**src/rtl/iris_pkg.sv**
```systemverilog
// IRIS encoder shared package: sizes, FSM states and the
// feature-bin / event-line helpers used by the encoder datapath.
package iris_pkg;

  localparam int N_FEAT        = 4;
  localparam int N_BINS        = 5;
  localparam int N_EVENT_LINES = 20;
  localparam int N_CLASSES     = 3;
  localparam int MAX_FEAT_W    = 16;

  typedef enum logic [1:0] {
    IDLE,
    EMIT,
    GAP
  } enc_state_e;

  typedef logic [2:0]               bin_t;
  typedef logic [4:0]               line_t;
  typedef logic [N_EVENT_LINES:1]   event_t;

  // (feat * 5) >> w; top bins never exceed 4 for a w-bit feature
  function automatic bin_t bin_of(
    input logic [MAX_FEAT_W-1:0] feat,
    input int unsigned           w
  );
    logic [MAX_FEAT_W+2:0] prod;
    prod = ({3'b000, feat} << 2) + {3'b000, feat};
    return bin_t'(prod >> w);
  endfunction

  // Line numbers run 1..20: feature k owns lines 5k+1..5k+5
  function automatic line_t line_of(
    input logic [1:0] k,
    input bin_t       bin
  );
    return ({3'b000, k} * 5'd5) + {2'b00, bin} + 5'd1;
  endfunction

  // Adjacent bin inside the same feature; the top bin folds down
  function automatic bin_t nb_of(input bin_t bin);
    return (bin == 3'd4) ? 3'd3 : bin + 3'd1;
  endfunction

  function automatic event_t onehot(input line_t line);
    event_t v;
    v       = '0;
    v[line] = 1'b1;
    return v;
  endfunction

endpackage

```
**src/rtl/iris_feat_binner.sv**
```systemverilog
// IRIS feature binner: purely combinational quantiser mapping
// each packed feature onto one of five bins.
module iris_feat_binner
  import iris_pkg::*;
#(
  parameter int p_feat_width = 8
) (
  input  logic [N_FEAT*p_feat_width-1:0] i_feat,
  output bin_t [N_FEAT-1:0]              o_bin
);

  // Bin every feature in parallel
  always_comb begin
    for (int k = 0; k < N_FEAT; k++) begin
      o_bin[k] = bin_of(
        MAX_FEAT_W'(i_feat[k*p_feat_width +: p_feat_width]),
        p_feat_width
      );
    end
  end

endmodule

```
**src/rtl/iris_event_encoder.sv**
```systemverilog
// IRIS event encoder: sample -> one-hot event burst + silent gap.
// Optional IRIS_ENC_NEIGHBOUR_EN adds a neighbour-bin event per feature.
module iris_event_encoder
  import iris_pkg::*;
#(
  parameter int p_feat_width = 8,
  parameter int p_gap        = 12
) (
  input  logic                      i_clk,
  input  logic                      i_rst_n,
  input  logic                      i_valid,
  output logic                      o_ready,
  input  logic [4*p_feat_width-1:0] i_feat,
  input  logic [2:0]                i_label,
  output logic [20:1]               o_event,
  output logic [2:0]                o_label,
  output logic                      o_busy,
  output logic                      o_sample_done
);

`ifdef IRIS_ENC_NEIGHBOUR_EN
  localparam int SLOT_W = 3;
`else
  localparam int SLOT_W = 2;
`endif

  localparam logic [SLOT_W-1:0] LAST_SLOT = '1;
  localparam logic [SLOT_W-1:0] SLOT_ONE  = SLOT_W'(1);
  localparam logic [7:0]        GAP_LAST  = 8'(p_gap - 1);

  enc_state_e          state_q, state_d;
  logic [SLOT_W-1:0]   slot_q, slot_d;
  logic [7:0]          gap_q, gap_d;
  bin_t [N_FEAT-1:0]   bins_q, bins_d, bins_in;
  logic [2:0]          label_q, label_d;
  event_t              event_q, event_d;
  logic                ready_q, ready_d;
  logic                busy_q, busy_d;
  logic                done_q, done_d;

  iris_feat_binner #(
    .p_feat_width(p_feat_width)
  ) u_binner (
    .i_feat(i_feat),
    .o_bin (bins_in)
  );

  function automatic event_t slot_event(
    input logic [SLOT_W-1:0] s,
    input bin_t [N_FEAT-1:0] b
  );
`ifdef IRIS_ENC_NEIGHBOUR_EN
    logic [1:0] k;
    k = s[2:1];
    return onehot(line_of(k, s[0] ? nb_of(b[k]) : b[k]));
`else
    return onehot(line_of(s, b[s]));
`endif
  endfunction

  // Next state: accept, step through slots, then count the gap
  always_comb begin
    state_d = state_q;
    slot_d  = slot_q;
    gap_d   = gap_q;
    bins_d  = bins_q;
    label_d = label_q;
    event_d = '0;
    ready_d = ready_q;
    busy_d  = busy_q;
    done_d  = 1'b0;
    unique case (state_q)
      IDLE: begin
        if (i_valid && ready_q) begin
          state_d = EMIT;
          slot_d  = '0;
          bins_d  = bins_in;
          label_d = i_label;
          event_d = slot_event('0, bins_in);
          ready_d = 1'b0;
          busy_d  = 1'b1;
        end
      end
      EMIT: begin
        if (slot_q == LAST_SLOT) begin
          state_d = GAP;
          gap_d   = '0;
        end else begin
          slot_d  = slot_q + SLOT_ONE;
          event_d = slot_event(slot_q + SLOT_ONE, bins_q);
        end
      end
      GAP: begin
        if (gap_q == GAP_LAST) begin
          state_d = IDLE;
          ready_d = 1'b1;
          busy_d  = 1'b0;
          label_d = '0;
          done_d  = 1'b1;
        end else begin
          gap_d = gap_q + 8'd1;
        end
      end
      default: state_d = IDLE;
    endcase
  end

  // State and registered outputs
  always_ff @(posedge i_clk or negedge i_rst_n) begin
    if (!i_rst_n) begin
      state_q <= IDLE;
      slot_q  <= '0;
      gap_q   <= '0;
      bins_q  <= '0;
      label_q <= '0;
      event_q <= '0;
      ready_q <= 1'b1;
      busy_q  <= 1'b0;
      done_q  <= 1'b0;
    end else begin
      state_q <= state_d;
      slot_q  <= slot_d;
      gap_q   <= gap_d;
      bins_q  <= bins_d;
      label_q <= label_d;
      event_q <= event_d;
      ready_q <= ready_d;
      busy_q  <= busy_d;
      done_q  <= done_d;
    end
  end

  assign o_ready       = ready_q;
  assign o_event       = event_q;
  assign o_label       = label_q;
  assign o_busy        = busy_q;
  assign o_sample_done = done_q;

endmodule

```
**config.mk**
```make
export PLATFORM = sky130hd
export DESIGN_NAME = iris_event_encoder
export DESIGN_NICKNAME = d
export VERILOG_FILES = /design/src/rtl/iris_pkg.sv /design/src/rtl/iris_feat_binner.sv /design/src/rtl/iris_event_encoder.sv
export SDC_FILE = /design/constraint.sdc
export NUM_CORES = 1
export LEC_CHECK = 0
export CAP_MARGIN = 20
export CORE_UTILIZATION = 55
export CTS_BUF_LIST = sky130_fd_sc_hd__clkbuf_2 sky130_fd_sc_hd__clkbuf_4 sky130_fd_sc_hd__clkbuf_8
export DETAILED_ROUTE_END_ITERATION = 8
export GPL_TIMING_DRIVEN = 1
export PLACE_DENSITY = 0.86
export SYNTH_ARGS = -nofsm -noshare
export SYNTH_HDL_FRONTEND = slang
export SYNTH_SLANG_ARGS = --single-unit
```
**constraint.sdc**
```tcl
create_clock -name i_clk -period 4.45 [get_ports i_clk]
set_input_delay 0.89 -clock i_clk [delete_from_list [all_inputs] [get_ports i_clk]]
set_output_delay 0.89 -clock i_clk [all_outputs]
set_load 0.01 [all_outputs]
```
Word-level counts from Yosys, hierarchy flattened
Cells that the tools add are included.
{"block": "totals", "in_bits": 38, "out_inout_bits": 26, "regBits": 50, "word_cells": 78}
{"block": "classes", "n_reduce_logical": 12, "order_cmp": 5, "n_eq_ne": 9, "n_mux": 30, "addsub": 9, "mul": 1}
{"op": "$add 10x8->11", "count": 4}
{"op": "$mux 20", "count": 2}
{"op": "$pmux 20 s2", "count": 1}
{"op": "$mux 8", "count": 2}
{"op": "$pmux 8 s2", "count": 1}
{"op": "$reduce_and 3->1", "count": 4}
{"op": "$demux 1 s5", "count": 2}
{"op": "$mux 2", "count": 5}
{"op": "$ne 2x2->1 const B", "count": 5}
{"op": "$mux 3", "count": 3}
{"op": "$add 8x1->8 const B", "count": 1}
{"op": "$eq 8x4->1 const B", "count": 1}
{"op": "$mux 1", "count": 8}
{"op": "$bmux 3 s2", "count": 1}
{"op": "$lt 4x6->1 const B", "count": 1}
{"op": "$lt 5x6->1 const B", "count": 1}
{"op": "$pmux 2 s3", "count": 1}
{"op": "$pmux 3 s2", "count": 1}
{"op": "$reduce_bool 2->1", "count": 3}
{"op": "$add 5x1->5 const B", "count": 1}
{"op": "$add 5x3->5", "count": 1}
{"op": "$ge 5x1->1 const B", "count": 1}
{"op": "$mul 2x3->5 const B", "count": 1}
{"op": "$add 3x1->4 const B", "count": 1}
{"op": "other kinds (10)", "count": 14}

Logic depth before layout (Yosys ltp)
Gate-level depths: netlist (run 1).
{"block": "depth", "ltp_word": 11, "depth_mapped": 10, "depth_no_buf": 10}

Modules after synthesis
From an unflattened synthesis (run 1), not the netlist that was laid out.
{"block": "unflattened", "hier_cells": 305, "hier_area_um2": 2969.1}
{"module": "iris_event_encoder", "area_each_um2": 2374.8, "cells_each": 237, "seq_area_each_um2": 1252.5, "instances": 1}
{"module": "iris_feat_binner", "area_each_um2": 594.3, "cells_each": 68, "seq_area_each_um2": 0.0, "instances": 1}

Worst setup path before layout (run 1)
OpenSTA, ideal clock, no wires.
{"block": "synth_timing", "path_type": "register -> register", "startpoint": "reg slot_q[0]", "endpoint": "reg event_q[0], in the netlist o_event[1]", "slack_ps": 1698, "period_less_slack_ps": 2752, "path_stages_with_launch": 11, "required_ps": 4367, "path_buffers": 1, "setup_time_ps": 83, "arrival_time_ps": 2668, "path_cell_list": "dfrtp_1 clkbuf_1 mux4_2 inv_1 ha_1 inv_1 fa_1 nor2b_1 a21oi_1 or2_2 o22ai_1"}
{"block": "synth_via", "elab_chain_len": 11, "word_cells_on_any_way": 14, "cone_classes": "add/sub (3); mul (1); order compare (2); eq/ne (1); mux (6); reduce/logical (1)"}
{"item": "start: declaration", "line": "iris_event_encoder.sv:32", "source": "logic [SLOT_W-1:0] slot_q, slot_d;"}
{"item": "start signal: assignment", "line": "iris_event_encoder.sv:122", "source": "slot_q <= slot_d;"}
{"item": "parallel branches: the longest is 9 deep, another holds $lt 5x6->1"}
{"item": "$mux 20 (*)", "line": "iris_event_encoder.sv:85", "source": "if (slot_q == LAST_SLOT) begin"}
{"item": "$pmux 20 s2 (*)", "line": "iris_event_encoder.sv:72", "source": "unique case (state_q)"}
{"item": "via event_d[0]", "line": "iris_event_encoder.sv:36", "source": "event_t event_q, event_d;"}
{"item": "end signal: assignment", "line": "iris_event_encoder.sv:126", "source": "event_q <= event_d;"}
{"item": "end: declaration", "line": "iris_event_encoder.sv:36"}
Mark *: on every way through the listed nets, which the timed path passes. The select of a mux whose other input is x is not followed.
A chain may end at the register's enable or synchronous reset.

Final worst setup path (run 1)
Ends and elaborated chain as after synthesis.

==> results of run 1 <==
-- where the power goes --
group | switching [W] | internal (W)
Sequential | 0.0000991 | 0.000610
Clock | 0.000149 | 0.000174
Combinational | 0.000892 | 0.000750
-- area by class of cell --
type	count	area (um^2)	area share (%)
repair buffers	66	661	17.6
clock buffers	6	76.3	2.03
inverters	12	45.0	1.20
flip-flops and latches	50	1250	33.3
multi-input cells	224	1600	42.5
clock inverters	2	37.5	0.999
well taps	70	87.6	2.33
-- layout by cell type (no fill, tap or decap), types with 9 or more instances in the layout --
cell / synthesis / layout
a21oi_1: 16 / 16
nand3_1: 14 / 14
dfrtp_1: 49 / 49
nor2_1: 25 / 25
inv_1: 12 / 12
o21ai_0: 9 / 9
nand2_1: 31 / 31
ha_1: 28 / 28
clkdlybuf4s50_1: 0 / 62
-- cells by family (layout without fill, tap and decap cells) --
group	count (synthesis)	after routing	share of synthesized area [%]
xor gates and xnor gates	8	8	2.39
muxes	4	4	2.65
DFF	50	50	42.8
adders and majority gates	29	29	12.6
buffers and inverters	21	86	2.91
AOI/OAI and AO/OA	70	70	16.8
and+or+nand+nor	113	113	19.8
-- layer usage --
metal	vias to the layer above	share of wire, %	GRT usage (%)
met5	-	0	0
met4	0	1.2	6.29
met3	7	3.5	4.02
met2	65	52	43.2
met1	1157	44	29.5
li1	1214	-	-
-- per-stage QoR --
step                      utilization (%)  hold slack [ns]  instance area (um^2)  total power [W]  setup slack (ns)
after floorplan                         -            0.444                  2930          0.00188              1.70
after global placement               70.9            0.470                  3620          0.00228              1.51
after detailed placement             70.9            0.477                  3620          0.00233              1.42
after CTS                            73.2            0.497                  3740          0.00267              1.36
after global routing                 73.5            0.527                  3760          0.00292              1.15
final                                73.5            0.493                  3760          0.00267              1.37
-- worst paths after layout --
path                                 from     endpoint  slack (ns)  depth (start not counted)
worst min register to register  bins_q[0]    bins_q[0]        0.49                          2
max in group asynchronous         i_rst_n      o_ready        3.36                          2
worst min-delay path            bins_q[0]    bins_q[0]        0.49                          2
worst max register to register  slot_q[0]   o_event[1]        1.37                         10
min in group asynchronous         i_rst_n  o_event[15]        0.52                          1
worst max-delay path            slot_q[0]   o_event[1]        1.37                         10
-- worst max-delay path: cells and delay by family, from the launching register on --
family / cells / cell delay, ns
buffers and inverters: 2 / 0.19
adder cells (fa/ha/maj): 3 / 1.14
AND/OR/NAND/NOR: 2 / 0.59
flip-flops: 1 / 0.48
multiplexers: 1 / 0.35
AO/OA/AOI/OAI: 2 / 0.27
-- registers in the layout (all words and copies together) (netlist names) --
name	count
o_sample_done	1
bins_q	12
state_q	2
slot_q	2
o_event	20
o_ready	1
o_busy	1
o_label	3
gap_q	8
==> summary.md, run 1 <==
| Metric | Value |
|---|---|
| Leakage | roughly 1.7 nW |
| Row Count | 26 |
| Core area | 5110 um^2 |
| First-pass GRT wire length | between 10000 and 15000 um |
| Fill count | 371 |
| Post-synth ARST share | 100% |
| Routed Antenna Nets | 0 |
| Die area | 5620 um^2 |
| Vias in the first global route | 2322 |
| Drt initial violations | roughly 210 |
| Hold Fails Final Rpt | 0 |
| CP arrival | 3.31 ns |
| DRC | 0 |
| Initial Utilization | a little under three fifths |
| Number of synthesized flops with an enable pin | 0 |
| DP Cell Count | ~420 |
| Cell variety after synth | 57 |
| Slew Limit Headroom | 55.4% |
| Postcts setup bufs | 0 |
| Port buffer count | 63 |
| Routed WL | 5970 um |
| Maximum clock rate | 325 MHz |
| 1st-pass router iterations | 4 |
| Fin Setup TNS | 0 ns |
| Yosys top cell area share | 41.9% |
| Syn Nets | roughly 360 |
| Minimum clock period | 3.08 ns |
| RSZ-0062 raised after global routing | false |
| Top FF cell, synth | dfrtp_1 |
| CP max stage delay | 0.48 ns |
| PwrDens | 712 nW/um^2 |
| Root buf cell | clkbuf_8 |
| Synth area leaders | dfrtp_1 (42%), ha_1 (12%), nand2_1 (4.0%), nor2_1 (3.2%), a21oi_1 (2.7%) |
| Number of buffers created by CTS | 5 |
| IO Count | 64 |
| Number of nets in the layout | 426 |
| H-tree lvl count | 2 |
| Crit Path Class | flop to flop |
| Final-report max-slew violation count | 0 |
| DIE WIDTH | 75.0 um |
| Critical-path cell list | ha_1 > mux4_2 > inv_1 > ha_1 > inv_1 > fa_1 > nor2b_1 > a21oi_1 > or2_2 > o22ai_1 |
| Total GRT Usage | 23.9% |
| DR WL/cell | 13.9 um |
| Max Cap Viol | 0 |
| Worst Path Required | between 4 and 5 ns |
| Synth area leader | dfrtp_1 |
| Pin count of the biggest net entering global routing | 51 |
| VDD IR max | around 0.00049 V |
| Post-CTS Hold Fix Bufs | 0 |
| DR vias/cell | 5.68 |
| Initial antenna violation count | 0 |
| Final Non-Filler Cells | 430 |
| Seq/Total Area, Yosys | 42.8% |
| CTS tree | done |
| Post-route clock skew | 0.00472 ns |
| Synth top cells by count | dfrtp_1 (49), nand2_1 (31), ha_1 (28), nor2_1 (25), a21oi_1 (16) |
| CP Launch Type | flop |
| Outcome | complete, no violations |
| Mapped Avg Cell Area | roughly 9.9 um^2 |
| Number of synthesized register bits | 50 |
| Tcrit/Tclk final | 69.2% |
| Vertical die dimension | 75.0 um |
| Post-Syn Instances | 295 |
| Post-CTS Resized | 0 |
| Syn Std Cell Area | 2930 um^2 |
| Clock Latency Late Sink | 0.30 ns |
| DP HPWL | 4570 um |
| Min-Delay Path Class | flop to flop |
| CP Capture Type | flop |
| GPL Wtd Cong | 0.852 |
| Slew @ Worst Pin | 0.669 ns |
| Share of layout cells above drive strength 1 | 6.67% |
| Clock input transition at the sequential cells of the worst setup and hold paths | 0.09 ns |
| Area Overhead vs Synth | 28.3% |
| Most instantiated library cell after synthesis | dfrtp_1 |
| Clock Path Buffers | 2 |
| Critical Path Fanout Max | 7 |
| N_diodes | 0 |
| Routed via count | 2443 |
| Clk sinks | 50 |
| Critical path's slowest cell | dfrtp_1 |
| Synth Warn # | 0 |
| Total gr overflow | 0 |
| Final setup vio count | 0 |
(Power assumes the default switching activity.)
==> run 2, diff against run 1 <==
Settings changed: CORE_UTILIZATION 55 to 53, PLACE_DENSITY 0.86 to 0.83.
Clock period 4.45 ns to 2.9 ns, I/O delays scaled along.
==> summary.md, run 2 (synthesis results as in run 1) <==
| Metric | Value |
|---|---|
| Routed WL | 6320 um (was 5970 um) |
| Tcrit/Tclk final | 96.1% (was 69.2%) |
| Core area | 5200 um^2 (was 5110 um^2) |
| DP Cell Count | 426 (was 421) |
| R2R Path Start | slot_q[0] (unchanged) |
| Root buf cell | clkbuf_8 (unchanged) |
| Post-CTS Hold Fix Bufs | 0 (unchanged) |
| CTS tree | done (unchanged) |
| DIE WIDTH | 76.3 um (was 75.0 um) |
| Post-route cell area | 3810 um^2 (was 3760 um^2) |
| Final setup vio count | 0 (unchanged) |
| Clock Path Buffers | 2 (unchanged) |
| Clock input transition at the sequential cells of the worst setup and hold paths | 0.09 ns (about the same) |
| Number of buffers created by CTS | 5 (unchanged) |
| CP Launch Type | flop (unchanged) |
| DR WL/cell | 14.6 um (was 13.9 um) |
| Postcts setup bufs | 0 (unchanged) |
| Commonest non-fill, non-tap cell in the layout | clkdlybuf4s50_1 (unchanged) |
| VDD IR max | 0.000848 V (was 0.000492 V) |
| PnR Total Power | 0.00438 W (was 0.00267 W) |
| Critical path's slowest cell | mux4_2 (was dfrtp_1) |
| Commonest cells after routing, fill and taps aside | clkdlybuf4s50_1 (62), dfrtp_1 (49), nand2_1 (31), ha_1 (26), nor2_1 (25) (was clkdlybuf4s50_1 (62), dfrtp_1 (49), nand2_1 (31), ha_1 (28), nor2_1 (25)) |
| Slew @ Worst Pin | 0.601 ns (was 0.669 ns) |
| Clock group share of total power | 11.1% (was 12.1%) |
| Max Cap Viol | 0 (unchanged) |
| Clock Latency Late Sink | 0.31 ns (was 0.30 ns) |
| Initial antenna violation count | 0 (unchanged) |
| Maximum clock rate | 359 MHz (was 325 MHz) |
| Number of nets in the layout | 430 (was 426) |
| Port buffer count | 63 (unchanged) |
| Clk sinks | 50 (unchanged) |
| Die area | 5830 um^2 (was 5620 um^2) |
| Final-report max-slew violation count | 0 (unchanged) |
| Vertical die dimension | 76.3 um (was 75.0 um) |
| Gate power share | 64.1% (was 61.4%) |
| IO Count | 64 (unchanged) |
| H-tree lvl count | 2 (unchanged) |
| DRC | 0 (unchanged) |
| CP Capture Type | flop (unchanged) |
| Row Count | 26 (unchanged) |
| Routed Antenna Nets | 0 (unchanged) |
| DP HPWL | 4730 um (was 4570 um) |
| N_diodes | 0 (unchanged) |
| Area Overhead vs Synth | 30.2% (was 28.3%) |
| Post-route clock skew | 0.0103 ns (was 0.00472 ns) |
| Crit Path Class | flop to flop (unchanged) |
| DR vias/cell | 5.73 (was 5.68) |
| CP max stage delay | 0.50 ns (was 0.48 ns) |
| Initial Utilization | 56.3% (was 57.3%) |
| CP arrival | 2.97 ns (was 3.31 ns) |
| Max FFs per register | 20 (unchanged) |
| Final Non-Filler Cells | 434 (was 430) |
| Internal power | 0.00251 W (was 0.00153 W) |
| CP bufs+invs | 1 (was 2) |
| Register share of total power | 24.8% (was 26.5%) |
| Drt initial violations | 169 (was 205) |
| Critical-path cell list | buf_6 > mux4_2 > ha_1 > ha_1 > or3b_1 > a21oi_1 > a21oi_1 > nor4_1 (was ha_1 > mux4_2 > inv_1 > ha_1 > inv_1 > fa_1 > nor2b_1 > a21oi_1 > or2_2 > o22ai_1) |
| Worst Setup SP | slot_q[0] (unchanged) |
| Vias in the first global route | 2495 (was 2322) |
| Worst Path Required | 3.08 ns (was 4.68 ns) |
| Outcome | complete, no violations (unchanged) |
| Routed via count | 2487 (was 2443) |
| Area post-placement | 3660 um^2 (was 3620 um^2) |
| Share of layout cells above drive strength 1 | 9.62% (was 6.67%) |
| GPL Wtd Cong | 0.854 (was 0.852) |
| Min-Delay Path Class | input port to asynchronous set/reset pin (was flop to flop) |
| Slew Limit Headroom | 58.9% (was 55.4%) |
| Pin count of the biggest net entering global routing | 27 (was 51) |
| Switching Fraction | 42.7% (was 42.6%) |
| DP Worst Slack | -0.0727 ns (was 1.42 ns) |
| PwrDens | 1150 nW/um^2 (was 712 nW/um^2) |
| NetSw | 0.00187 W (was 0.00114 W) |
| First-pass GRT wire length | 11400 um (was 10200 um) |
| Largest delay contributor family on the critical path | simple AND/OR/NAND/NOR gates (was adder cells) |
| 1st-pass router iterations | 4 (unchanged) |
| Hold Fails Final Rpt | 0 (unchanged) |
| Leakage | 1.69 nW (was 1.68 nW) |
| Critical Path Fanout Max | 8 (was 7) |
| Final Core Density | 73.2% (was 73.5%) |
| Minimum clock period | 2.79 ns (was 3.08 ns) |
| RSZ-0062 raised after global routing | false (unchanged) |
| Total GRT Usage | 24.1% (was 23.9%) |
| Total gr overflow | 0 (unchanged) |
| Worst setup margin | 0.114 ns (was 1.37 ns) |
-- run 2: changes by cell type in the layout (fill, tap and decap cells not counted), sizes merged --
cell  change
buf       +4
-- run 2: final timing paths --
path	endpoint	slack (ns)	depth (start not counted)
max in group asynchronous	o_ready	1.86	2
hold / removal	o_event[3]	0.25	1
setup reg to reg	o_event[20]	0.11	8
setup / recovery	o_event[20]	0.11	8
hold reg to reg	bins_q[0]	0.50	2
min in group i_clk	bins_q[0]	0.50	2
-- run 2: worst register-to-register path, delay by kind of cell, from the launching register on --
family	cells	cell delay, ns
multiplexers	1	0.50
adder cells (fa/ha/maj)	2	0.60
AND/OR/NAND/NOR	2	0.79
AO/OA/AOI/OAI	2	0.20
buffers and inverters	1	0.15
flip-flops	1	0.42
-- run 2: area by class of cell --
class | instances | area [um^2]
repair buffers | 70 | 682
flip-flops and latches | 50 | 1250
inverters | 12 | 45.0
clock buffers | 6 | 76.3
multi-input cells | 224 | 1630
well taps | 70 | 87.6
clock inverters | 2 | 37.5
fillers | 392 | 1390
-- run 2: repair_timing --
item	CTS	global route
gates resized for setup	4	6
endpoints found under the hold margin	0	0
pin swaps	0	1
setup endpoints to repair	11	19
-- run 2: through the flow --
stage	hold slack, ns	setup TNS, ns
final	0.253	0
after global routing	0.292	0
after CTS	0.264	0
after detailed placement	0.473	-0.102
after global placement	0.477	0
after floorplan	0.284	0
-- run 2: per-layer routing --
metal | vias to the layer above | global-route usage [%] | wire length [um]
met3 | 12 | 4.07 | 277
met5 | - | 0 | 0
met2 | 78 | 42.5 | 3310
met4 | 0 | 7.88 | 100
met1 | 1178 | 30.0 | 2630
li1 | 1219 | - | -
-- run 2: power groups by stage --
stage / Sequential [W] / Clock, W / Combinational [W]
6_report: 0.00108 / 0.000488 / 0.00281
5_1_grt: 0.00112 / 0.000523 / 0.00310
4_1_cts: 0.00108 / 0.000495 / 0.00268
3_5_place_dp: 0.00109 / 0 / 0.00255
3_3_place_gp: 0.00108 / 0 / 0.00247
2_1_floorplan: 0.00111 / 0 / 0.00177
